--- config.mk ---
export PLATFORM = sky130hd
export DESIGN_NAME = adc_acq_scheduler
export DESIGN_NICKNAME = d
export VERILOG_FILES = /design/src/rtl/adc_acq_scheduler.sv
export SDC_FILE = /design/constraint.sdc
export NUM_CORES = 1
export LEC_CHECK = 0
export CORE_MARGIN = 1
export CORE_UTILIZATION = 52
export DETAILED_ROUTE_END_ITERATION = 10
export GPL_ROUTABILITY_DRIVEN = 0
export PLACE_DENSITY = 0.85
export SLEW_MARGIN = 20
export SYNTH_ARGS = -nofsm -noshare
export SYNTH_HDL_FRONTEND = slang
export SYNTH_SLANG_ARGS = --single-unit
--- constraint.sdc ---
create_clock -name clk_i -period 2.5 [get_ports clk_i]
set_input_delay 0.25 -clock clk_i [delete_from_list [all_inputs] [get_ports clk_i]]
set_output_delay 0.25 -clock clk_i [all_outputs]
set_load 0.02 [all_outputs]
--- src/rtl/adc_acq_scheduler.sv ---
// -----------------------------------------------------------------------------
// adc_acq_scheduler
// Sequences one dual-channel ADC acquisition per start trigger from the PWM
// modulator. It waits for both ADC drivers to acknowledge (ready low), captures
// each channel's result when its ready rises, and clamps the 16-bit two's
// complement result to an unsigned 12-bit value. It then reports completion
// with a one-cycle eoc_o pulse. Hangs in either wait phase are bounded by
// timers that abort the conversion and raise a sticky timeout flag.
//
// Ports
//   clk_i          : 27 MHz system clock, rising edge
//   rst_i          : synchronous, active-high reset
//   start_i        : one-cycle conversion trigger
//   adc1/2_ready_i : ADC driver data-ready (low while busy)
//   adc1/2_data_i  : ADC driver result, two's complement
//   adc1/2_enable_o: ADC driver enables
//   vfc_o          : clamped ADC1 result (flying capacitor voltage)
//   vout_o         : clamped ADC2 result (output voltage)
//   eoc_o          : one-cycle end-of-conversion pulse
//   busy_o         : high whenever the scheduler is not idle
//   err_clr_i      : clears the sticky error flags
//   timeout_o      : sticky, set when a conversion is aborted on timeout
//   overrun_o      : sticky, set by start_i while not idle
//   sample_cnt_o   : completed conversions, saturating
//
// state     | meaning
// ----------+---------------------------------------------------------------
// IDLE      | enables low, waiting for start_i
// WAIT_ACK  | enables high, waiting for both ready inputs to drop
// WAIT_DATA | capturing each channel as its ready rises
// DONE      | eoc_o high for this single cycle
// ABORT     | timeout hit; enables low, timeout flag set, no eoc_o
// -----------------------------------------------------------------------------
module adc_acq_scheduler #(
    parameter int ACK_TIMEOUT  = 255,
    parameter int CONV_TIMEOUT = 65535
) (
    input  logic        clk_i,
    input  logic        rst_i,
    input  logic        start_i,
    input  logic        adc1_ready_i,
    input  logic        adc2_ready_i,
    input  logic [15:0] adc1_data_i,
    input  logic [15:0] adc2_data_i,
    output logic        adc1_enable_o,
    output logic        adc2_enable_o,
    output logic [11:0] vfc_o,
    output logic [11:0] vout_o,
    output logic        eoc_o,
    output logic        busy_o,
    input  logic        err_clr_i,
    output logic        timeout_o,
    output logic        overrun_o,
    output logic [15:0] sample_cnt_o
);

    typedef enum logic [2:0] {
        S_IDLE,
        S_WAIT_ACK,
        S_WAIT_DATA,
        S_DONE,
        S_ABORT
    } state_t;

    localparam logic [15:0] ACK_LAST  = 16'(ACK_TIMEOUT - 1);
    localparam logic [15:0] CONV_LAST = 16'(CONV_TIMEOUT - 1);

    state_t      state_q, state_d;
    logic [15:0] timer_q, timer_d;
    logic        done1_q, done1_d;
    logic        done2_q, done2_d;
    logic        en1_q, en1_d;
    logic        en2_q, en2_d;
    logic [11:0] vfc_q, vfc_d;
    logic [11:0] vout_q, vout_d;
    logic        eoc_q, eoc_d;
    logic        timeout_q, timeout_d;
    logic        overrun_q, overrun_d;
    logic [15:0] sample_cnt_q, sample_cnt_d;
    logic        timeout_set;
    logic        overrun_set;

    // The three LSBs sit below the 12-bit output resolution and are dropped.
    logic unused_lsbs;
    assign unused_lsbs = ^{adc1_data_i[2:0], adc2_data_i[2:0]};

    // Negative readings clamp to zero; positive readings keep bits [14:3].
    function automatic logic [11:0] clamp12(input logic [15:0] data);
        return data[15] ? 12'd0 : data[14:3];
    endfunction

    always_comb begin
        state_d      = state_q;
        timer_d      = timer_q;
        done1_d      = done1_q;
        done2_d      = done2_q;
        en1_d        = en1_q;
        en2_d        = en2_q;
        vfc_d        = vfc_q;
        vout_d       = vout_q;
        eoc_d        = 1'b0;
        sample_cnt_d = sample_cnt_q;
        timeout_set  = 1'b0;
        overrun_set  = start_i && (state_q != S_IDLE);

        case (state_q)
            S_IDLE: begin
                en1_d = 1'b0;
                en2_d = 1'b0;
                if (start_i) begin
                    en1_d   = 1'b1;
                    en2_d   = 1'b1;
                    done1_d = 1'b0;
                    done2_d = 1'b0;
                    timer_d = 16'd0;
                    state_d = S_WAIT_ACK;
                end
            end

            S_WAIT_ACK: begin
                timer_d = timer_q + 16'd1;
                if (!adc1_ready_i && !adc2_ready_i) begin
                    timer_d = 16'd0;
                    state_d = S_WAIT_DATA;
                end else if (timer_q == ACK_LAST) begin
                    en1_d       = 1'b0;
                    en2_d       = 1'b0;
                    timeout_set = 1'b1;
                    state_d     = S_ABORT;
                end
            end

            S_WAIT_DATA: begin
                timer_d = timer_q + 16'd1;
                // Captures run independently of the exit decision so a result
                // arriving on the timeout cycle still lands in its output.
                if (adc1_ready_i && !done1_q) begin
                    vfc_d   = clamp12(adc1_data_i);
                    en1_d   = 1'b0;
                    done1_d = 1'b1;
                end
                if (adc2_ready_i && !done2_q) begin
                    vout_d  = clamp12(adc2_data_i);
                    en2_d   = 1'b0;
                    done2_d = 1'b1;
                end
                // Completion is judged on the registered flags, so it wins
                // over a timeout that expires in the same cycle.
                if (done1_q && done2_q) begin
                    eoc_d        = 1'b1;
                    sample_cnt_d = (sample_cnt_q == 16'hFFFF) ? sample_cnt_q
                                                              : sample_cnt_q + 16'd1;
                    state_d      = S_DONE;
                end else if (timer_q == CONV_LAST) begin
                    en1_d       = 1'b0;
                    en2_d       = 1'b0;
                    timeout_set = 1'b1;
                    state_d     = S_ABORT;
                end
            end

            S_DONE: begin
                state_d = S_IDLE;
            end

            S_ABORT: begin
                en1_d   = 1'b0;
                en2_d   = 1'b0;
                state_d = S_IDLE;
            end

            default: begin
                en1_d   = 1'b0;
                en2_d   = 1'b0;
                state_d = S_IDLE;
            end
        endcase

        // A set event in the same cycle as a clear leaves the flag set.
        timeout_d = (timeout_q && !err_clr_i) || timeout_set;
        overrun_d = (overrun_q && !err_clr_i) || overrun_set;
    end

    always_ff @(posedge clk_i) begin
        if (rst_i) begin
            state_q      <= S_IDLE;
            timer_q      <= 16'd0;
            done1_q      <= 1'b0;
            done2_q      <= 1'b0;
            en1_q        <= 1'b0;
            en2_q        <= 1'b0;
            vfc_q        <= 12'd0;
            vout_q       <= 12'd0;
            eoc_q        <= 1'b0;
            timeout_q    <= 1'b0;
            overrun_q    <= 1'b0;
            sample_cnt_q <= 16'd0;
        end else begin
            state_q      <= state_d;
            timer_q      <= timer_d;
            done1_q      <= done1_d;
            done2_q      <= done2_d;
            en1_q        <= en1_d;
            en2_q        <= en2_d;
            vfc_q        <= vfc_d;
            vout_q       <= vout_d;
            eoc_q        <= eoc_d;
            timeout_q    <= timeout_d;
            overrun_q    <= overrun_d;
            sample_cnt_q <= sample_cnt_d;
        end
    end

    assign adc1_enable_o = en1_q;
    assign adc2_enable_o = en2_q;
    assign vfc_o         = vfc_q;
    assign vout_o        = vout_q;
    assign eoc_o         = eoc_q;
    assign busy_o        = (state_q != S_IDLE);
    assign timeout_o     = timeout_q;
    assign overrun_o     = overrun_q;
    assign sample_cnt_o  = sample_cnt_q;

endmodule

# --- Yosys cells after proc, flatten, opt, wreduce, memory -nomap -nowiden ---
# Index checks and enable logic that the tools add are counted.
totals:
  register_bits: 66
  input_bits: 38
  out_inout_bits: 46
  elab_cells: 90
op_classes:
  n_addsub: 2
  eq_ne: 13
  muxes: 33
  bitwise_logic: 3
  reduce_logical: 27
op_table:
  columns: ["op", "n"]
  rows:
  - ["$pmux W16 S3", 1]
  - ["$add A16 B1 Y16 const B", 2]
  - ["$eq A16 B16 Y1 const B", 2]
  - ["$mux W16", 2]
  - ["$mux W12", 2]
  - ["$mux W1", 17]
  - ["$eq A16 B8 Y1 const B", 1]
  - ["$mux W3", 5]
  - ["$reduce_and A3 Y1", 5]
  - ["$ne A2 B2 Y1 const B", 5]
  - ["$pmux W3 S3", 1]
  - ["$pmux W1 S4", 2]
  - ["$logic_and A1 B1 Y1", 7]
  - ["$eq A3 B2 Y1 const B", 2]
  - ["$ne A3 B3 Y1 const B", 2]
  - ["$pmux W1 S2", 3]
  - ["$reduce_and A2 Y1", 3]
  - ["$reduce_bool A3 Y1", 2]
  - ["$logic_not A1 Y1", 5]
  - ["$eq A3 B1 Y1 const B", 1]
  - ["$logic_not A3 Y1", 1]
  - ["$not A1 Y1", 3]
  - ["$logic_or A1 B1 Y1", 2]
  - ["$reduce_bool A2 Y1", 1]
  - ["$reduce_or A2 Y1", 1]

# --- Depth between registers and ports, before layout ---
# Gate-level depths: netlist of the first run.
logic_depth:
  ltp_word: 6
  depth_mapped: 7
  mapped_depth_nobuf: 6

# --- Worst setup path before layout of the first run ---
# OpenSTA, ideal clock, no wires.
synth_path:
  kind: "flip-flop to flip-flop"
  startpoint: "reg sample_cnt_q[0], in the netlist sample_cnt_o[0]"
  endpoint: "reg sample_cnt_q[0], in the netlist sample_cnt_o[0]"
  setup_time_ns: 0.121
  t_arrival_ns: 1.699
  required_time_ns: 2.379
  setup_slack_ns: 0.680
  stages_incl_launch_ff: 7
  path_buffers: 1
  synth_period_minus_slack_ns: 1.820
  cell_sequence: "dfxtp_1 > ha_1 > inv_1 > nor4_2 > buf_2 > a21oi_1 > mux2_2"
synth_between:
  elab_chain_cells: 3
  word_cells_on_any_way: 4
  classes_between: "add/sub (1); eq/ne (1); bitwise (1); reduce/logical (1)"
synth_lines:
  columns: ["item", "line_no", "source"]
  rows:
  - ["from (decl)", "79", "logic [15:0] sample_cnt_q, sample_cnt_d;"]
  - ["from (signal assigned)", "210", "sample_cnt_q <= sample_cnt_d;"]
  - ["parallel branches: the longest is 3 deep, another holds $add A16 B1 Y16", null, null]
# Parallel ways; which one is timed is not known.
# A chain may end at the register's enable or synchronous reset.

# --- Final worst setup path of the first run ---
layout_path:
  startpoint: "reg state_q[1]"
  endpoint: "reg sample_cnt_q[0], in the netlist sample_cnt_o[0]"
layout_between:
  elab_chain_cells: 2
layout_lines:
  columns: ["item", "line_no", "source"]
  rows:
  - ["from (decl)", "68", "state_t state_q, state_d;"]
  - ["from (signal assigned)", "199", "state_q <= state_d;"]
  - ["$eq A3 B2 Y1", "106", "case (state_q)"]
  - ["$reduce_and A3 Y1 (no source line)", null, null]
# No other way between the ends.

==> results of run 1 <==
-- worst min path at each step --
| stage | from | endpoint | slack [ps] |
|---|---|---|---|
| 2_1_floorplan | start_i | overrun_o | 390 |
| 3_3_place_gp | vfc_o[9] | vfc_o[9] | 440 |
| 3_5_place_dp | vfc_o[5] | vfc_o[5] | 440 |
| 4_1_cts | rst_i | overrun_o | 430 |
| 5_1_grt | rst_i | overrun_o | 460 |
| 6_report | rst_i | overrun_o | 450 |
-- per-stage QoR --
step                setup WS [ps]  total power [mW]  instances  utilization, %
detailed placement            406              1.27        510            67.0
floorplan                     680              1.19        376               -
finish                        380              2.25        526            70.8
global route                  214              2.35        526            70.8
CTS                           391              2.27        526            70.8
global placement              450              1.26        510            67.0
-- layout make-up --
cell class                 count  share of cell area, %
sequential                    66                   31.4
clock buffer                  10                   3.27
multi-input combinational    278                   41.4
inverter                      11                  0.980
timing repair buffer          80                   18.7
clock inverter                 6                   2.11
tap                           75                   2.23
-- cell usage after synthesis, types with 2 or more instances --
| cell | count | area share [%] |
|---|---|---|
| sky130_fd_sc_hd__nor3_1 | 2 | 0.31 |
| sky130_fd_sc_hd__a31oi_1 | 2 | 0.39 |
| sky130_fd_sc_hd__clkbuf_1 | 11 | 1.3 |
| sky130_fd_sc_hd__nor2b_1 | 12 | 2.3 |
| sky130_fd_sc_hd__o31ai_1 | 10 | 2.3 |
| sky130_fd_sc_hd__a21oi_1 | 43 | 6.7 |
| sky130_fd_sc_hd__mux2_2 | 8 | 2.8 |
| sky130_fd_sc_hd__nand2b_1 | 5 | 0.97 |
| sky130_fd_sc_hd__nand3_2 | 2 | 0.62 |
| sky130_fd_sc_hd__and2_1 | 8 | 1.6 |
| sky130_fd_sc_hd__and4_1 | 3 | 0.82 |
| sky130_fd_sc_hd__nand3_1 | 6 | 0.93 |
| sky130_fd_sc_hd__dfxtp_1 | 66 | 41 |
| sky130_fd_sc_hd__nand4_1 | 15 | 2.9 |
| sky130_fd_sc_hd__or4_1 | 10 | 2.3 |
| sky130_fd_sc_hd__buf_6 | 3 | 1.0 |
| sky130_fd_sc_hd__buf_2 | 5 | 0.78 |
| sky130_fd_sc_hd__nand3b_1 | 24 | 5.6 |
| sky130_fd_sc_hd__nor4_1 | 3 | 0.58 |
| sky130_fd_sc_hd__o211ai_1 | 3 | 0.70 |
| sky130_fd_sc_hd__o21ai_0 | 8 | 1.2 |
| sky130_fd_sc_hd__or3_1 | 5 | 0.97 |
| sky130_fd_sc_hd__nand2_1 | 45 | 5.2 |
| sky130_fd_sc_hd__and3_1 | 3 | 0.58 |
| sky130_fd_sc_hd__nor2_1 | 25 | 2.9 |
| sky130_fd_sc_hd__a211oi_1 | 6 | 1.4 |
| sky130_fd_sc_hd__mux2i_1 | 3 | 0.93 |
| sky130_fd_sc_hd__xor2_1 | 5 | 1.4 |
| sky130_fd_sc_hd__buf_4 | 2 | 0.47 |
| sky130_fd_sc_hd__o41ai_1 | 2 | 0.54 |
| sky130_fd_sc_hd__nand4_4 | 2 | 1.3 |
| sky130_fd_sc_hd__inv_1 | 11 | 1.3 |
| sky130_fd_sc_hd__ha_1 | 3 | 1.2 |
-- cells in the final DEF (no fill, tap or decap), types with 3 or more instances in the layout --
master	synthesis	final
sky130_fd_sc_hd__a211oi_1	6	6
sky130_fd_sc_hd__a21oi_1	43	43
sky130_fd_sc_hd__and2_1	8	8
sky130_fd_sc_hd__and3_1	3	3
sky130_fd_sc_hd__and4_1	3	3
sky130_fd_sc_hd__buf_4	2	3
sky130_fd_sc_hd__clkbuf_8	0	10
sky130_fd_sc_hd__clkdlybuf4s50_1	0	76
sky130_fd_sc_hd__dfxtp_1	66	66
sky130_fd_sc_hd__ha_1	3	3
sky130_fd_sc_hd__inv_1	11	11
sky130_fd_sc_hd__mux2_2	8	8
sky130_fd_sc_hd__mux2i_1	3	3
sky130_fd_sc_hd__nand2_1	45	45
sky130_fd_sc_hd__nand2b_1	5	5
sky130_fd_sc_hd__nand3_1	6	6
sky130_fd_sc_hd__nand3b_1	24	24
sky130_fd_sc_hd__nand4_1	15	15
sky130_fd_sc_hd__nor2_1	25	25
sky130_fd_sc_hd__nor2b_1	12	12
sky130_fd_sc_hd__nor4_1	3	3
sky130_fd_sc_hd__o211ai_1	3	3
sky130_fd_sc_hd__o21ai_0	8	8
sky130_fd_sc_hd__o31ai_1	10	10
sky130_fd_sc_hd__or3_1	5	5
sky130_fd_sc_hd__or4_1	10	10
sky130_fd_sc_hd__xor2_1	5	5
-- cells by family after synthesis --
logic type,Yosys count
and+or+nand+nor,178
AOI/OAI and AO/OA,80
DFF,66
buffers and inverters,32
muxes,11
xor gates and xnor gates,6
adders and majority gates,3
-- where the power goes --
group,total (mW),switching (mW),internal (mW)
Clock,1.00,0.412,0.590
Sequential,1.08,0.0131,1.06
Combinational,0.173,0.0865,0.0860
Total,2.25,0.512,1.74
-- sequential cells by signal, summed over array words and instances, names as in the netlist --
register and cells:
state_q 3, eoc_o 1, adc2_enable_o 1, timer_q 16
vfc_o 12, adc1_enable_o 1, vout_o 12, overrun_o 1
done1_q 1, sample_cnt_o 16, done2_q 1, timeout_o 1
-- layer usage --
metal,track usage [%],routed length [µm]
met1,30.7,3440
met2,42.2,4020
met4,9.64,30
met5,0,0
met3,6.02,343
-- worst max-delay path, cell delays in order (launching register included) --
cell	delay, ps
sky130_fd_sc_hd__dfxtp_1	490
sky130_fd_sc_hd__nor3b_4	590
sky130_fd_sc_hd__nand2_1	270
sky130_fd_sc_hd__a21oi_1	300
sky130_fd_sc_hd__mux2_2	370
==> out/qor.txt, run 1 <==
======================================================================================
Horiz. Die Dim                                                                 80.7 µm
Commonest register cell after synthesis                                   sky130_fd_sc_hd__dfxtp_1
Slack of the worst reg-to-reg path                                              380 ps
Count of input and output buffers                                                   77
Largest net degree at the start of global routing                                   37
Highest achievable clock rate                                                  472 MHz
Post-synthesis sequential area ratio                                             41.0%
Number of nets in the finished design                                              487
Total die area                                                             0.00651 mm²
Largest fanout on the critical path                                                 11
Endpoint of the most critical register-to-register path                   sample_cnt_o[0]
Number of nets produced by synthesis                                               417
P per Cell Area                                                             534 mW/mm²
Avg Synthesized Cell Area                                                     8.57 µm²
CP endpoint kind                                                              register
Share of final-layout standard cells stronger than drive strength 1              8.20%
Clock net sink count                                                                66
Post-cts hold buffer count                                                           0
WHS Path Cells                                                                       2
Area used by sequential logic in the layout                                0.00132 mm²
RSZ-0062 raised after global routing                                                no
Share of the clock period used by the worst path                                 84.8%
Total length of routed wires                                                   7830 µm
Arrival time of data at the critical path endpoint                             2360 ps
FILL cells                                                                         468
Max-slew headroom                                                                54.6%
Worst Setup EP                                                            sample_cnt_o[0]
Data required time of the critical path                                        2740 ps
Fraction of the mapped netlist area in simple logic gates                        32.6%
Number of antenna violations at the first check in global routing                    0
Maximum root-to-sink buffer count                                                    2
Detailed-router iteration count before antenna repair                                5
Combined area of all synthesized cells                                     0.00322 mm²
Worst-Skew Late Latency                                                         340 ps
Number of levels the H-tree was split into                                           3
Buffers inserted during post-CTS setup optimization                                  0
Synth Area in Compound Gates                                                     15.0%
Cell count after synthesis                                                         376
Placed wire-length estimate after detailed placement                           5370 µm
Max Transition Viols Final                                                           0
Total Negative Setup Slacks                                                       0 ps
# rows                                                                              28
Starting density of the core                                                     54.1%
First DRT Iteration DRCs                                                           120
Overall die height                                                             80.7 µm
Max rail drop VDD                                                           0.000458 V
Multiplexer share of the synthesized area                                        3.73%
Number of synthesized flops with an enable pin                                       0
Category of the worst setup path launch point                                 register
Hold WS                                                                         447 ps
I/O pin cnt                                                                         84
Clock-pin slew of the registers on the worst-case setup and hold paths           70 ps
R2R cell count                                                                       4
Wire length of the first global-routing pass                                 12,600 µm
Average via count per standard cell                                               5.68
Yosys reg bits                                                                      66
GRT overflow                                                                         0
Static Leakage                                                                 1.39 nW
Area of combinational cells with multiple inputs                           0.00174 mm²
Vias after detailed routing                                                      2,990
Total count of hold-check failures in the final report                               0
Startpoint of the lowest-slack register-to-register path                    state_q[1]
Final instance area                                                        0.00421 mm²
Cell area after placement                                                  0.00399 mm²
Hold crit path type                                                          in -> reg
Number of max-capacitance violations reported                                        0
Clock tree from TritonCTS                                                         done
Placeable Area                                                             0.00596 mm²
Root buffer cell                                                          sky130_fd_sc_hd__clkbuf_8
Worst Path Class, Setup                                                     reg -> reg
CP startpoint                                                               state_q[1]
Xor/xnor share of the synthesized area                                           1.63%
DRC errors left                                                                      0
Number of distinct standard cells referenced by the synthesized netlist             48
Combinational family with the most area after synthesis                   simple AND/OR/NAND/NOR gates
Actual transition at the worst max-transition pin                               681 ps
All-Layer GR Usage                                                               25.1%
ANT nets after route                                                                 0
Count of instances resized after the clock tree is built                             0
Share of flip-flops with an asynchronous set or reset                               0%
Worst Clk Skew                                                                 6.78 ps
Routed wirelength normalized by instance count                                 14.9 µm
Fin crit period                                                                2120 ps
Outcome                                                                   complete, no violations
Setup violations, final                                                              0
Post-synthesis adder-cell area fraction                                          1.17%
Number of buffers added by the clock tree synthesis step                             9
Via count of the first global-routing pass                                       2,765
Antenna Diode Count                                                                  0
Layout-stage area growth over the synthesis result                               30.8%
Synth warn                                                                           0
======================================================================================
(Power assumes the default switching activity.)
==> run 2, diff against run 1 <==
--- a/config.mk
+++ b/config.mk
@@ -6,10 +6,10 @@
 export NUM_CORES = 1
 export LEC_CHECK = 0
 export CORE_MARGIN = 1
-export CORE_UTILIZATION = 52
+export CORE_UTILIZATION = 49
 export DETAILED_ROUTE_END_ITERATION = 10
 export GPL_ROUTABILITY_DRIVEN = 0
-export PLACE_DENSITY = 0.85
+export PLACE_DENSITY = 0.8
 export SLEW_MARGIN = 20
 export SYNTH_ARGS = -nofsm -noshare
 export SYNTH_HDL_FRONTEND = slang
==> constraint.sdc (replaced) <==
create_clock -name clk_i -period 2 [get_ports clk_i]
set_input_delay 0.2 -clock clk_i [delete_from_list [all_inputs] [get_ports clk_i]]
set_output_delay 0.2 -clock clk_i [all_outputs]
set_load 0.02 [all_outputs]
==> run 2 against run 1 <==
Worst hold slack worse by 310 ps. Core utilization fell by 4.2 points. Critical path type unchanged. Register-to-register slack lost 240 ps. Clock power hardly changed. Design area is 0.33% higher. Clock-buffer cell count rose by 1.
==> out/qor.txt, run 2 (same netlist as run 1, synthesis figures left out) <==
=====================================================================================
Number of cells in the finished layout apart from fillers                         537
Clock-pin slew of the registers on the worst-case setup and hold paths          70 ps
Outcome                                                                  complete, no violations
Data required time of the critical path                                       2240 ps
RSZ-0062 raised after global routing                                               no
P per Cell Area                                                            607 mW/mm²
Pre-CTS WS                                                                     178 ps
WHS Path Cells                                                                      2
Antenna Diode Count                                                                 0
Largest fanout on the critical path                                                 7
Count of instances resized after the clock tree is built                            1
Number of antenna violations at the first check in global routing                   0
Routed wirelength normalized by instance count                                14.7 µm
All-Layer GR Usage                                                              23.5%
Met2 GRT Util                                                                   38.5%
Number of max-capacitance violations reported                                       0
Core utilization of the finished layout                                         66.6%
Maximum root-to-sink buffer count                                                   2
Total length of routed wires                                                  7900 µm
Placed wire-length estimate after detailed placement                          5590 µm
Placeable Area                                                            0.00635 mm²
Hold crit path type                                                         in -> reg
Fin crit period                                                               1860 ps
Slack of the worst reg-to-reg path                                             140 ps
Worst-Skew Late Latency                                                        360 ps
# rows                                                                             29
Layout-stage area growth over the synthesis result                              31.3%
Static Leakage                                                                1.42 nW
Highest-delay cell along the critical path                               sky130_fd_sc_hd__dfxtp_1
Average via count per standard cell                                              5.72
Max rail drop VDD                                                          0.000528 V
Final worst setup slack                                                        137 ps
Startpoint of the lowest-slack register-to-register path                 sample_cnt_o[3]
Total Negative Setup Slacks                                                      0 ps
First DRT Iteration DRCs                                                          134
Worst Hold End                                                             timer_q[1]
CP endpoint kind                                                             register
Number of buffers added by the clock tree synthesis step                            9
Commonest non-fill, non-tap cell in the layout                           sky130_fd_sc_hd__clkdlybuf4s50_1
Via count of the first global-routing pass                                      2,794
Clock net sink count                                                               66
Buffers inserted during post-CTS setup optimization                                 0
Cell total after placement                                                        521
Hold Path Origin                                                                rst_i
R2R cell count                                                                      4
Clock tree from TritonCTS                                                        done
ANT nets after route                                                                0
Post-cts hold buffer count                                                          0
Horiz. Die Dim                                                                83.1 µm
Category of the worst setup path launch point                                register
Max-slew headroom                                                               68.7%
DRC errors left                                                                     0
Maximum single-stage delay on the critical path                                460 ps
Share of the clock period used by the worst path                                93.2%
Number of nets in the finished design                                             496
GRT overflow                                                                        0
Busiest layer in global routing                                                  met2
CP Cell Sequence                                                         and4_1, nand2_1, nor4_1, mux2_2
Starting density of the core                                                    50.7%
I/O pin cnt                                                                        84
Setup violations, final                                                             0
Actual transition at the worst max-transition pin                              469 ps
Largest net degree at the start of global routing                                  36
Highest achievable clock rate                                                 537 MHz
Met3 track utilization from global routing                                      5.17%
Root buffer cell                                                         sky130_fd_sc_hd__clkbuf_8
Worst Clk Skew                                                                11.0 ps
Most used cells in the layout excluding fill and tap cells               75 x sky130_fd_sc_hd__clkdlybuf4s50_1, 66 x sky130_fd_sc_hd__dfxtp_1, 45 x sky130_fd_sc_hd__nand2_1, 43 x sky130_fd_sc_hd__a21oi_1, 25 x sky130_fd_sc_hd__nor2_1
Max Transition Viols Final                                                          0
Overall die height                                                            83.1 µm
Total die area                                                            0.00690 mm²
Vias after detailed routing                                                     3,072
Endpoint of the most critical register-to-register path                  sample_cnt_o[14]
GR met1 Demand/Resource                                                         29.3%
Number of levels the H-tree was split into                                          3
Arrival time of data at the critical path endpoint                            2100 ps
Count of input and output buffers                                                  77
FILL cells                                                                        514
Wire length of the first global-routing pass                                13,100 µm
Total count of hold-check failures in the final report                              0
Detailed-router iteration count before antenna repair                               4
Share of final-layout standard cells stronger than drive strength 1             9.78%
Worst Path Class, Setup                                                    reg -> reg
=====================================================================================
## run 2: report_power, final
| part | switching (mW) | internal (mW) | leakage, nW |
|---|---|---|---|
| registers | 0.00977 | 1.33 | 0.533 |
| clock network | 0.529 | 0.477 | 0.0851 |
| logic | 0.113 | 0.112 | 0.803 |
## run 2: final cells by class
cell class / count / area [µm²] / share of cell area [%]
clock inverters: 5 / 30.0 / 0.710
well taps: 77 / 96.3 / 2.28
multi-input cells: 278 / 1740 / 41.2
clock buffers: 11 / 141 / 3.34
flip-flops and latches: 66 / 1320 / 31.3
inverters: 11 / 41.3 / 0.977
repair buffers: 89 / 855 / 20.2
## run 2: worst max-delay path, delay by kind of cell, from the launching register on
kind	cells	cell delay (ps)
muxes	1	380
DFF	1	460
and+or+nand+nor	3	930
## run 2: worst max path at each step
| stage | from | to | cells after the start | slack, ps |
|---|---|---|---|---|
| floorplan | sample_cnt_o[0] | sample_cnt_o[0] | 6 | 180 |
| global placement | start_i | timer_q[10] | 5 | 250 |
| detailed placement | sample_cnt_o[3] | sample_cnt_o[14] | 4 | 180 |
| CTS | sample_cnt_o[3] | sample_cnt_o[14] | 4 | 160 |
| global route | state_q[2] | vout_o[10] | 5 | 80 |
| finish | sample_cnt_o[3] | sample_cnt_o[14] | 4 | 140 |
## run 2: metal layers
| layer | wire, µm | vias to the layer above |
|---|---|---|
| met4 | 167 | 0 |
| met3 | 307 | 14 |
| li1 | - | 1512 |
| met5 | 0 | - |
| met2 | 3840 | 74 |
| met1 | 3590 | 1472 |
## run 2: per-stage QoR
step	hold slack (ps)	total power, mW	area, µm²
finish	141	2.57	4230
global route	149	2.67	4230
CTS	129	2.58	4230
detailed placement	442	1.59	4060
global placement	437	1.59	4060
floorplan	339	1.48	3220
==> run 3, diff against run 2 <==
--- a/config.mk
+++ b/config.mk
@@ -8,7 +8,7 @@
 export CORE_MARGIN = 1
 export CORE_UTILIZATION = 49
 export DETAILED_ROUTE_END_ITERATION = 10
-export GPL_ROUTABILITY_DRIVEN = 0
+export GPL_ROUTABILITY_DRIVEN = 1
 export PLACE_DENSITY = 0.8
 export SLEW_MARGIN = 20
 export SYNTH_ARGS = -nofsm -noshare
==> results of run 3 <==
Same layout as run 2: the final DEF is identical, and so are final timing and power.
